**config.mk**
```make
export PLATFORM = sky130hd
export DESIGN_NAME = key_debounce_edge
export DESIGN_NICKNAME = d
export VERILOG_FILES = /design/src/rtl/key_debounce_edge.sv
export SDC_FILE = /design/constraint.sdc
export NUM_CORES = 1
export LEC_CHECK = 0
export BUFFER_PORTS_ARGS = -buffer_cell sky130_fd_sc_hd__clkbuf_2
export CORE_MARGIN = 2
export CORE_UTILIZATION = 26
export DETAILED_ROUTE_END_ITERATION = 7
export GPL_TIMING_DRIVEN = 1
export SLEW_MARGIN = 20
export SYNTH_ARGS = -nofsm -noshare
export SYNTH_HDL_FRONTEND = slang
export SYNTH_SLANG_ARGS = --single-unit
```
**constraint.sdc**
```tcl
create_clock -name clk -period 3.2 [get_ports clk]
set_clock_uncertainty 0.05 [all_clocks]
set_input_delay 0.32 -clock clk [delete_from_list [all_inputs] [get_ports clk]]
set_output_delay 0.32 -clock clk [all_outputs]
set_load 0.02 [all_outputs]
```
**src/rtl/key_debounce_edge.sv**
```systemverilog
// Multi-key debouncer: per-key two-flop synchroniser, stable-sample counter,
// one-cycle press/release pulses and optional hold-to-repeat press pulses.

module key_debounce_channel #(
    parameter int DEBOUNCE_CYCLES = 50000,
    parameter int ACTIVE_LOW      = 1,
    parameter int REPEAT_DELAY    = 0,
    parameter int REPEAT_RATE     = 25000000
) (
    input  logic clk,
    input  logic reset,
    input  logic key,
    output logic level,
    output logic press,
    output logic release_pulse,
    output logic press_nxt
);
    localparam logic IDLE = (ACTIVE_LOW != 0);
    localparam int CW = $clog2(DEBOUNCE_CYCLES + 1);
    localparam logic [CW-1:0] CNT_LAST = CW'(DEBOUNCE_CYCLES - 1);

    typedef enum logic [1:0] {
        R_OFF,
        R_DELAY,
        R_RATE
    } rpt_t;

    logic          s1;
    logic          s2;
    logic          p;
    logic          accept;
    logic          fire;
    logic          rel_nxt;
    logic [CW-1:0] cnt;

    // Idle value on reset keeps a released key from looking like an edge.
    always_ff @(posedge clk or posedge reset) begin
        if (reset) begin
            s1 <= IDLE;
            s2 <= IDLE;
        end else begin
            s1 <= key;
            s2 <= s1;
        end
    end

    assign p      = s2 ^ IDLE;
    assign accept = (p != level) && (cnt == CNT_LAST);

    always_ff @(posedge clk or posedge reset) begin
        if (reset) begin
            cnt   <= '0;
            level <= 1'b0;
        end else if (p == level) begin
            cnt <= '0;
        end else if (accept) begin
            cnt   <= '0;
            level <= p;
        end else begin
            cnt <= cnt + 1'b1;
        end
    end

    generate
        if (REPEAT_DELAY > 0) begin : g_rpt
            localparam int RMAX =
                (REPEAT_DELAY > REPEAT_RATE) ? REPEAT_DELAY : REPEAT_RATE;
            localparam int RW = $clog2(RMAX + 1);
            localparam logic [RW-1:0] DELAY_LAST = RW'(REPEAT_DELAY - 1);
            localparam logic [RW-1:0] RATE_LAST  = RW'(REPEAT_RATE - 1);

            rpt_t          state;
            rpt_t          state_n;
            logic [RW-1:0] rc;
            logic [RW-1:0] rc_n;
            logic          fire_c;

            always_ff @(posedge clk or posedge reset) begin
                if (reset) begin
                    state <= R_OFF;
                    rc    <= '0;
                end else begin
                    state <= state_n;
                    rc    <= rc_n;
                end
            end

            // Any accept while held is a release, which must beat a repeat.
            always_comb begin
                state_n = state;
                rc_n    = rc;
                fire_c  = 1'b0;
                unique case (state)
                    R_OFF: begin
                        rc_n = '0;
                        if (accept && p) begin
                            state_n = R_DELAY;
                        end
                    end
                    R_DELAY: begin
                        if (accept) begin
                            state_n = R_OFF;
                            rc_n    = '0;
                        end else if (rc == DELAY_LAST) begin
                            fire_c  = 1'b1;
                            rc_n    = '0;
                            state_n = R_RATE;
                        end else begin
                            rc_n = rc + 1'b1;
                        end
                    end
                    R_RATE: begin
                        if (accept) begin
                            state_n = R_OFF;
                            rc_n    = '0;
                        end else if (rc == RATE_LAST) begin
                            fire_c = 1'b1;
                            rc_n   = '0;
                        end else begin
                            rc_n = rc + 1'b1;
                        end
                    end
                    default: begin
                        state_n = R_OFF;
                        rc_n    = '0;
                    end
                endcase
            end

            assign fire = fire_c;
        end else begin : g_no_rpt
            assign fire = 1'b0;
        end
    endgenerate

    assign press_nxt = (accept & p) | fire;
    assign rel_nxt   = accept & ~p;

    always_ff @(posedge clk or posedge reset) begin
        if (reset) begin
            press         <= 1'b0;
            release_pulse <= 1'b0;
        end else begin
            press         <= press_nxt;
            release_pulse <= rel_nxt;
        end
    end
endmodule

module key_debounce_edge #(
    parameter int N_KEYS          = 4,
    parameter int DEBOUNCE_CYCLES = 50000,
    parameter int ACTIVE_LOW      = 1,
    parameter int REPEAT_DELAY    = 0,
    parameter int REPEAT_RATE     = 25000000
) (
    input  logic              clk,
    input  logic              reset,
    input  logic [N_KEYS-1:0] key,
    output logic [N_KEYS-1:0] level,
    output logic [N_KEYS-1:0] press,
    output logic [N_KEYS-1:0] release_pulse,
    output logic              any_press
);
    logic [N_KEYS-1:0] press_nxt;

    for (genvar i = 0; i < N_KEYS; i++) begin : g_ch
        key_debounce_channel #(
            .DEBOUNCE_CYCLES(DEBOUNCE_CYCLES),
            .ACTIVE_LOW     (ACTIVE_LOW),
            .REPEAT_DELAY   (REPEAT_DELAY),
            .REPEAT_RATE    (REPEAT_RATE)
        ) u_ch (
            .clk          (clk),
            .reset        (reset),
            .key          (key[i]),
            .level        (level[i]),
            .press        (press[i]),
            .release_pulse(release_pulse[i]),
            .press_nxt    (press_nxt[i])
        );
    end

    always_ff @(posedge clk or posedge reset) begin
        if (reset) begin
            any_press <= 1'b0;
        end else begin
            any_press <= |press_nxt;
        end
    end
endmodule

```
# Word level (Yosys, flattened, before mapping)

Index checks and enable logic that the tools add are counted.

Word-level logic and storage cells: 74
Input bits: 6
Flip-flop bits (word level): 85
Output and inout bits: 13

Bitwise logic cells: 16
Mux-type cells: 8
Reduce and logical (&&, ||, !) cells: 9
$add $sub $neg: 4
Eq/ne operators: 12

Operators with widths:

| operator                | count |
|---|---|
| $mux W16                | 8 |
| $add A16 B1 Y16 const B | 4 |
| $eq A16 B16 Y1 const B  | 4 |
| $and A1 B1 Y1           | 8 |
| $not A1 Y1              | 8 |
| $reduce_and A2 Y1       | 4 |
| $eq A1 B1 Y1            | 4 |
| $logic_and A1 B1 Y1     | 4 |
| $ne A1 B1 Y1            | 4 |
| $reduce_or A4 Y1        | 1 |

# Longest topological paths before layout

Gate-level depths: netlist (run 1).

Depth after elaboration: 5
Gate-level depth with buffers: 6
Mapped depth without buffers: 5

# Modules after synthesis

A second synthesis (run 1) with hierarchy kept.

Cells, all modules: 379
Area total of the unflattened synthesis: 3915.0 um^2

By module, submodules not included:

| module               | instances | area an instance (um^2) | cells an instance | seq. area each (um^2) |
|---|---|---|---|---|
| key_debounce_channel | 4         | 969.7                   | 94                | 528.0 |
| key_debounce_edge    | 1         | 36.3                    | 3                 | 25.0 |

# Worst setup path before layout (run 1)

No wires, ideal clock.

Kind: register to register
From: reg g_ch[0].u_ch.cnt[4]
To: reg g_ch[0].u_ch.cnt[1]
Setup time: 0.120 ns
Path slack: 1.132 ns
Path buffers: 1
Required time: 3.030 ns
Period minus slack after synthesis: 2.068 ns
Cell stages (with the launch flop): 6
Arrival: 1.898 ns
Cells stage by stage: dfrtp_1 > buf_6 > or4_1 > or4_4 > or2_1 > and3_1

Longest elaborated chain between the ends: 4

RTL lines:

| what                     | RTL line | RTL |
|---|---|---|
| start: declaration       | 34       | `logic [CW-1:0] cnt;` |
| start signal: assignment | 60       | `cnt <= cnt + 1'b1;` |
| $eq A16 B16 Y1           | 48       | `assign accept = (p != level) && (cnt == CNT_LAST);` |
| $logic_and A1 B1 Y1      | 48       |  |
| $mux W16                 | 56       | `end else if (accept) begin` |
| $mux W16                 | 54       | `end else if (p == level) begin` |

No other way between the ends.
A chain may end at the register's enable or synchronous reset.

# Worst setup path after layout (run 1)

From: reg g_ch[0].u_ch.cnt[12]
To: reg g_ch[0].u_ch.cnt[2]

Same word-level chain as after synthesis.

==> run summary, run 1 <==
* **overall power** 2.16 mW
* **vias in the first global route** 2737
* **total via count in the routed design** 2680
* **Slew @ Worst Pin** 0.626 ns
* **H-tree depth** 3
* **Synth cell types** 34
* **count of boundary I/O pins** 19
* **worst hold path type** in2async
* **required time at the endpoint of the critical path** 3.36 ns
* **full die area** 16100 µm²
* **WL final** 7.18 mm
* **Worst-path clk slew** 0.07 ns
* **cell area after synthesis** 3920 µm²
* **number of iterations in the first detailed-routing pass** 4
* **post-synthesis sequential area ratio** 54.5%
* **warning count from the yosys run** 0
* **Initial Utilization** 26.8%
* **endpoint type of the worst setup path** register
* **area growth from synthesis to final layout** 13.1%
* **postcts setup bufs** 0
* **Slew Viols, Final** 0
* **Die Y** 127 µm
* **number of cells produced by synthesis** 379
* **Post-DP HPWL** 4.93 mm
* **Achievable Freq** 442 MHz
* **number of antenna violations at the first check in global routing** 0
* **Arr. time, crit path** 2.42 ns
* **I/O Buffers** 18
* **latest clock arrival within the worst-skew pair** 0.34 ns
* **Detail Route Antenna Nets** 0
* **final worst path period share** 70.8%
* **leakage dissipation** 1.75 nW
* **Synth Net Count** 389
* **RSZ-0062 raised after global routing** no
* **Total Negative Setup Slacks** 0 ns
* **clock root buffer** clkbuf_16
* **maximum number of pins on one net before global-route repair** 86
* **Num CTS Buffers** 9
* **Max Cap Violations** 0
* **DR DRC count** 0
* **row count** 44
* **number of hold buffers added after CTS** 1
* **aggregate global routing overflow** 0
* **initial detailed-routing violation count** 227
* **final antenna diode count** 0
* **Global Route Usage Sum** 9.76%
* **post-CTS resize count** 0
* **largest buffer count on any clock path** 2
* **pre-CTS setup slack** 0.921 ns
* **number of flip-flops and latches in the synthesized netlist** 85
* **relative slew slack** 57.9%
* **vias per cell** 4.60
* **VDD IR max** 307 µV
* **number of placed instances, taps included** 565
* **final setup margin** 0.936 ns
* **power density over the cells** 488 nW/µm²
* **worst setup path category** reg2reg
* **routed len/inst** 12.3 µm
* **min Tclk post-route** 2.26 ns
* **horizontal die dimension** 127 µm
* **count of clock tree sinks** 85
* **area of the core** 14600 µm²
* **Final setup violation count** 0
* **launching element type of the critical path** register
* **share of post-route cells with drive strength above 1** 15.1%
* **peak fanout along the critical path** 15
* **worst hold slack across all endpoints** -0.0196 ns
* **# nets final** 403
* **Mapped Avg Cell Area** 10.4 µm²
* **global placer's final weighted congestion** 0.820
* **violated checks** negative hold slack
* **CTS tree** done
* **Final Hold Viols** 11
* **non-filler cells, final** 582
* **global-route wire length before repair** 12.7 mm
* **status** finished with violations
==> report_power, final <==
group	switching, mW	total [mW]	leakage (nW)	internal [mW]
Combinational	0.0450	0.0662	0.463	0.0212
Sequential	0.0187	1.11	1.15	1.10
Clock	0.449	0.984	0.133	0.535
Total	0.512	2.16	1.75	1.65
==> registers in the layout, indices dropped and copies added, names as in the netlist <==
| signal | cells |
|---|---|
| g_ch.u_ch.cnt | 64 |
| g_ch.u_ch.level | 4 |
| g_ch.u_ch.press | 4 |
| g_ch.u_ch.release_pulse | 4 |
| g_ch.u_ch.s1 | 4 |
| g_ch.u_ch.s2 | 4 |
| any_press | 1 |
==> layout by cell type (no fill, tap or decap), drive strengths merged <==
cell         netlist  routed
dfrtp             77      77
nor2              73      73
xnor2             48      48
clkbuf             4      27
nand2             24      24
nand3             21      21
nor4              19      19
nand4             16      16
nor3              13      13
inv               11      12
xor2              10      10
dfstp              8       8
o21ai              7       7
and3               6       6
nor4bb             5       5
or4                5       5
ha                 4       4
clkinv             0       4
or2                3       3
nor4b              2       2
or3                2       2
a21oi              2       2
clkinvlp           0       2
buf               14       2
nand4b             1       1
and2               1       1
and4               1       1
o31ai              1       1
mux2i              1       1
dlygate4sd3        0       1
==> stage by stage <==
| step | util (%) | cell area, µm² |
|---|---|---|
| 2_1_floorplan | - | 3920 |
| 3_5_place_dp | 28.3 | 4150 |
| 4_1_cts | 30.3 | 4440 |
| 5_1_grt | 30.3 | 4440 |
| 3_3_place_gp | 28.3 | 4150 |
| 6_report | 30.3 | 4440 |
==> synthesized netlist by cell type, drive strengths merged <==
cell type / instances / area, µm²
or3: 2 / 12.5
nor2: 73 / 299
nand2: 24 / 90.1
nor4bb: 5 / 50.1
clkbuf: 4 / 15.0
nor4b: 2 / 17.5
ha: 4 / 50.1
a21oi: 2 / 10.0
nor4: 19 / 125
dfstp: 8 / 210
nand4b: 1 / 8.76
or2: 3 / 18.8
nand4: 16 / 100
and3: 6 / 37.5
or4: 5 / 41.3
nand3: 21 / 105
dfrtp: 77 / 1930
xnor2: 48 / 420
and2: 1 / 6.26
mux2i: 1 / 10.0
buf: 14 / 113
inv: 11 / 41.3
o21ai: 7 / 46.3
xor2: 10 / 87.6
o31ai: 1 / 7.51
and4: 1 / 8.76
nor3: 13 / 65.1
==> kinds of logic after synthesis <==
family | after synthesis | share of synthesized area [%]
AOI/OAI and AO/OA | 10 | 1.63
xor gates and xnor gates | 58 | 12.9
muxes | 1 | 0.255
DFF | 85 | 54.5
adders and majority gates | 4 | 1.28
and+or+nand+nor | 192 | 25.1
buffers and inverters | 29 | 4.30
==> layout make-up <==
type	instances	area [µm²]
clock inverter	7	58.8
tap	184	230
fill	1521	10200
clock buffer	9	225
sequential	85	2140
timing repair buffer	21	128
inverter	11	42.5
multi-input combinational	265	1620
==> routing by layer <==
metal  share of wire [%]  GRT usage [%]
met1                  48           12.8
met4                 1.9           3.88
met3                 3.7           2.66
met5                   0              0
met2                  46           15.4
==> path summary, 6_finish.rpt <==
check,start,slack [ns],endpoint,cells after the start
setup reg to reg,g_ch[0].u_ch.cnt[12]$_DFF_PP0_,0.94,g_ch[0].u_ch.cnt[2]$_DFF_PP0_,4
setup / recovery,g_ch[0].u_ch.cnt[12]$_DFF_PP0_,0.94,g_ch[0].u_ch.cnt[2]$_DFF_PP0_,4
hold / removal,reset,-0.02,g_ch[1].u_ch.press$_DFF_PP0_,3
max in group asynchronous,reset,2.72,g_ch[2].u_ch.s2$_DFF_PP1_,3
min in group clk,key[3],0.02,g_ch[3].u_ch.s1$_DFF_PP1_,1
hold reg to reg,g_ch[2].u_ch.s1$_DFF_PP1_,0.31,g_ch[2].u_ch.s2$_DFF_PP1_,0
==> critical path, stage by stage, from the launching register on <==
cell,delay (ns)
dfrtp_1,0.41
or4_1,0.54
or4_4,0.57
o21ai_4,0.44
nor2_1,0.11
(Power assumes the default switching activity.)
==> inputs of run 2 (changes only) <==
- clock period: 3.2 -> 2.15 ns (I/O delays scaled with it)
==> run summary, run 2 (synthesis gave the netlist of run 1 again) <==
* **register ranked first by flip-flop count** g_ch.u_ch.cnt
* **DR DRC count** 0, unchanged
* **final antenna diode count** 0, unchanged
* **launching element type of the critical path** register
* **relative slew slack** 66.4%, +8.5 points
* **peak fanout along the critical path** 4, -11
* **critical path cell sequence** or4_4 > or4_4 > or2_4 > and3_4
* **vias in the first global route** 2796, +2.2%
* **full die area** 16100 µm², unchanged
* **Post-DP HPWL** 5.07 mm, +2.8%
* **power density over the cells** 735 nW/µm², +51%
* **min Tclk post-route** 2.08 ns, -0.186 ns
* **Initial Utilization** 26.8%, unchanged
* **required time at the endpoint of the critical path** 2.32 ns, -1.04 ns
* **Achievable Freq** 481 MHz, +9.0%
* **RSZ-0062 raised after global routing** no
* **Global Route Usage Sum** 10.0%, +0.27 points
* **Most Frequent Cell on Critical Path** or4_4
* **status** finished clean
* **initial detailed-routing violation count** 221, -2.6%
* **latest clock arrival within the worst-skew pair** 0.33 ns, about the same
* **endpoint type of the worst setup path** register
* **count of boundary I/O pins** 19, unchanged
* **vias per cell** 4.60, about the same
* **worst hold slack across all endpoints** 0.301 ns, +0.320 ns
* **# nets final** 417, +3.5%
* **row count** 44, unchanged
* **Slew @ Worst Pin** 0.503 ns, -0.123 ns
* **highest-delay cell along the critical path** or4_4
* **share of post-route cells with drive strength above 1** 17.0%, +1.9 points
* **VDD IR max** 480 µV, +56%
* **most frequent standard cell in the layout excluding fill and tap cells** dfrtp_1
* **CTS tree** done
* **number of iterations in the first detailed-routing pass** 4, unchanged
* **Largest register FFs** 64, unchanged
* **Die Y** 127 µm, unchanged
* **commonest non-fill, non-tap cells in the layout** dfrtp_1, nor2_1, xnor2_1, nand2_1, nand3_1
* **Slew Viols, Final** 0, unchanged
* **maximum number of pins on one net before global-route repair** 86, unchanged
* **worst hold path type** reg2reg
* **area growth from synthesis to final layout** 17.4%
* **WL final** 7.45 mm, +3.7%
* **number of antenna violations at the first check in global routing** 0, unchanged
* **Arr. time, crit path** 2.25 ns, -0.17 ns
* **Final setup violation count** 0, unchanged
* **clock root buffer** clkbuf_16
* **count of clock tree sinks** 85, unchanged
* **total via count in the routed design** 2744, +2.4%
* **Num CTS Buffers** 9, unchanged
* **I/O Buffers** 18, unchanged
* **leakage dissipation** 1.82 nW, +4.5%
* **global-route wire length before repair** 13.3 mm, +4.7%
* **area of the core** 14600 µm², unchanged
* **Final Hold Viols** 0, -11
* **H-tree depth** 3, unchanged
* **horizontal die dimension** 127 µm, unchanged
* **Max Cap Violations** 0, unchanged
* **final worst path period share** 96.7%, +26 points
* **largest buffer count on any clock path** 2, unchanged
* **Detail Route Antenna Nets** 0, unchanged
* **Total Negative Setup Slacks** 0 ns, unchanged
* **Worst-path clk slew** 0.06 ns, about the same
* **worst setup path category** reg2reg
* **global placer's final weighted congestion** 0.848, +3.5%
* **routed len/inst** 12.5 µm, +1.3%
* **aggregate global routing overflow** 0, unchanged
* **slowest cell delay on critical path** 0.59 ns, +0.02 ns
==> run 2: power by group <==
group	switching, mW	internal, mW	total (mW)
sequential	0.0284	1.63	1.66
clock	0.594	1.02	1.61
combinational	0.0704	0.0418	0.112
total	0.693	2.69	3.38
==> run 2: area by class of cell <==
type                    instances  area, µm²
fillers                      1481      10000
well taps                     184        230
repair buffers                 35        255
clock inverters                 4       72.6
inverters                      11       45.0
multi-input cells             265       1630
clock buffers                  12        236
flip-flops and latches         85       2140
==> run 2: final timing paths <==
check                                               start                              to  slack, ns  depth (start not counted)
max                        g_ch[0].u_ch.cnt[12]$_DFF_PP0_   g_ch[0].u_ch.cnt[1]$_DFF_PP0_       0.07                          4
min                             g_ch[2].u_ch.s1$_DFF_PP1_       g_ch[2].u_ch.s2$_DFF_PP1_       0.30                          0
max reg2reg                g_ch[0].u_ch.cnt[12]$_DFF_PP0_   g_ch[0].u_ch.cnt[1]$_DFF_PP0_       0.07                          4
min reg2reg                     g_ch[2].u_ch.s1$_DFF_PP1_       g_ch[2].u_ch.s2$_DFF_PP1_       0.30                          0
max in group asynchronous                           reset       g_ch[2].u_ch.s1$_DFF_PP1_       1.19                          4
min in group asynchronous                           reset  g_ch[0].u_ch.cnt[10]$_DFF_PP0_       0.49                          4
==> run 2: per-stage QoR <==
| stage | area [µm²] | worst slack (ns) | total power [mW] | cells | util [%] |
|---|---|---|---|---|---|
| final | 4610 | 0.0719 | 3.38 | 596 | 31.5 |
| after detailed placement | 4230 | 0.0766 | 1.79 | 574 | 28.9 |
| after global routing | 4610 | 0.0161 | 3.52 | 596 | 31.5 |
| after global placement | 4230 | 0.0997 | 1.79 | 574 | 28.9 |
| after CTS | 4590 | 0.0665 | 3.43 | 595 | 31.3 |
| after floorplan | 3930 | 0.0823 | 1.75 | 379 | - |
==> run 2: per-layer routing <==
| metal | vias to the layer above | GRT usage, % | routed length, µm |
|---|---|---|---|
| li1 | 1337 | - | - |
| met1 | 1358 | 13.4 | 3570 |
| met2 | 42 | 16.0 | 3510 |
| met3 | 7 | 1.73 | 252 |
| met4 | 0 | 4.52 | 122 |
| met5 | - | 0 | 0 |
==> run 2: what timing repair did <==
item	in CTS	in global routing
setup buffers	0	1
resized for setup	0	3
hold endpoints to repair	81	0
hold buffers	5	0
endpoints found under the setup margin	0	1
==> run 2: worst max-delay path: cells and delay by family (launching register included) <==
kind,cells,cell delay (ns)
DFF,1,0.38
and+or+nand+nor,4,1.53
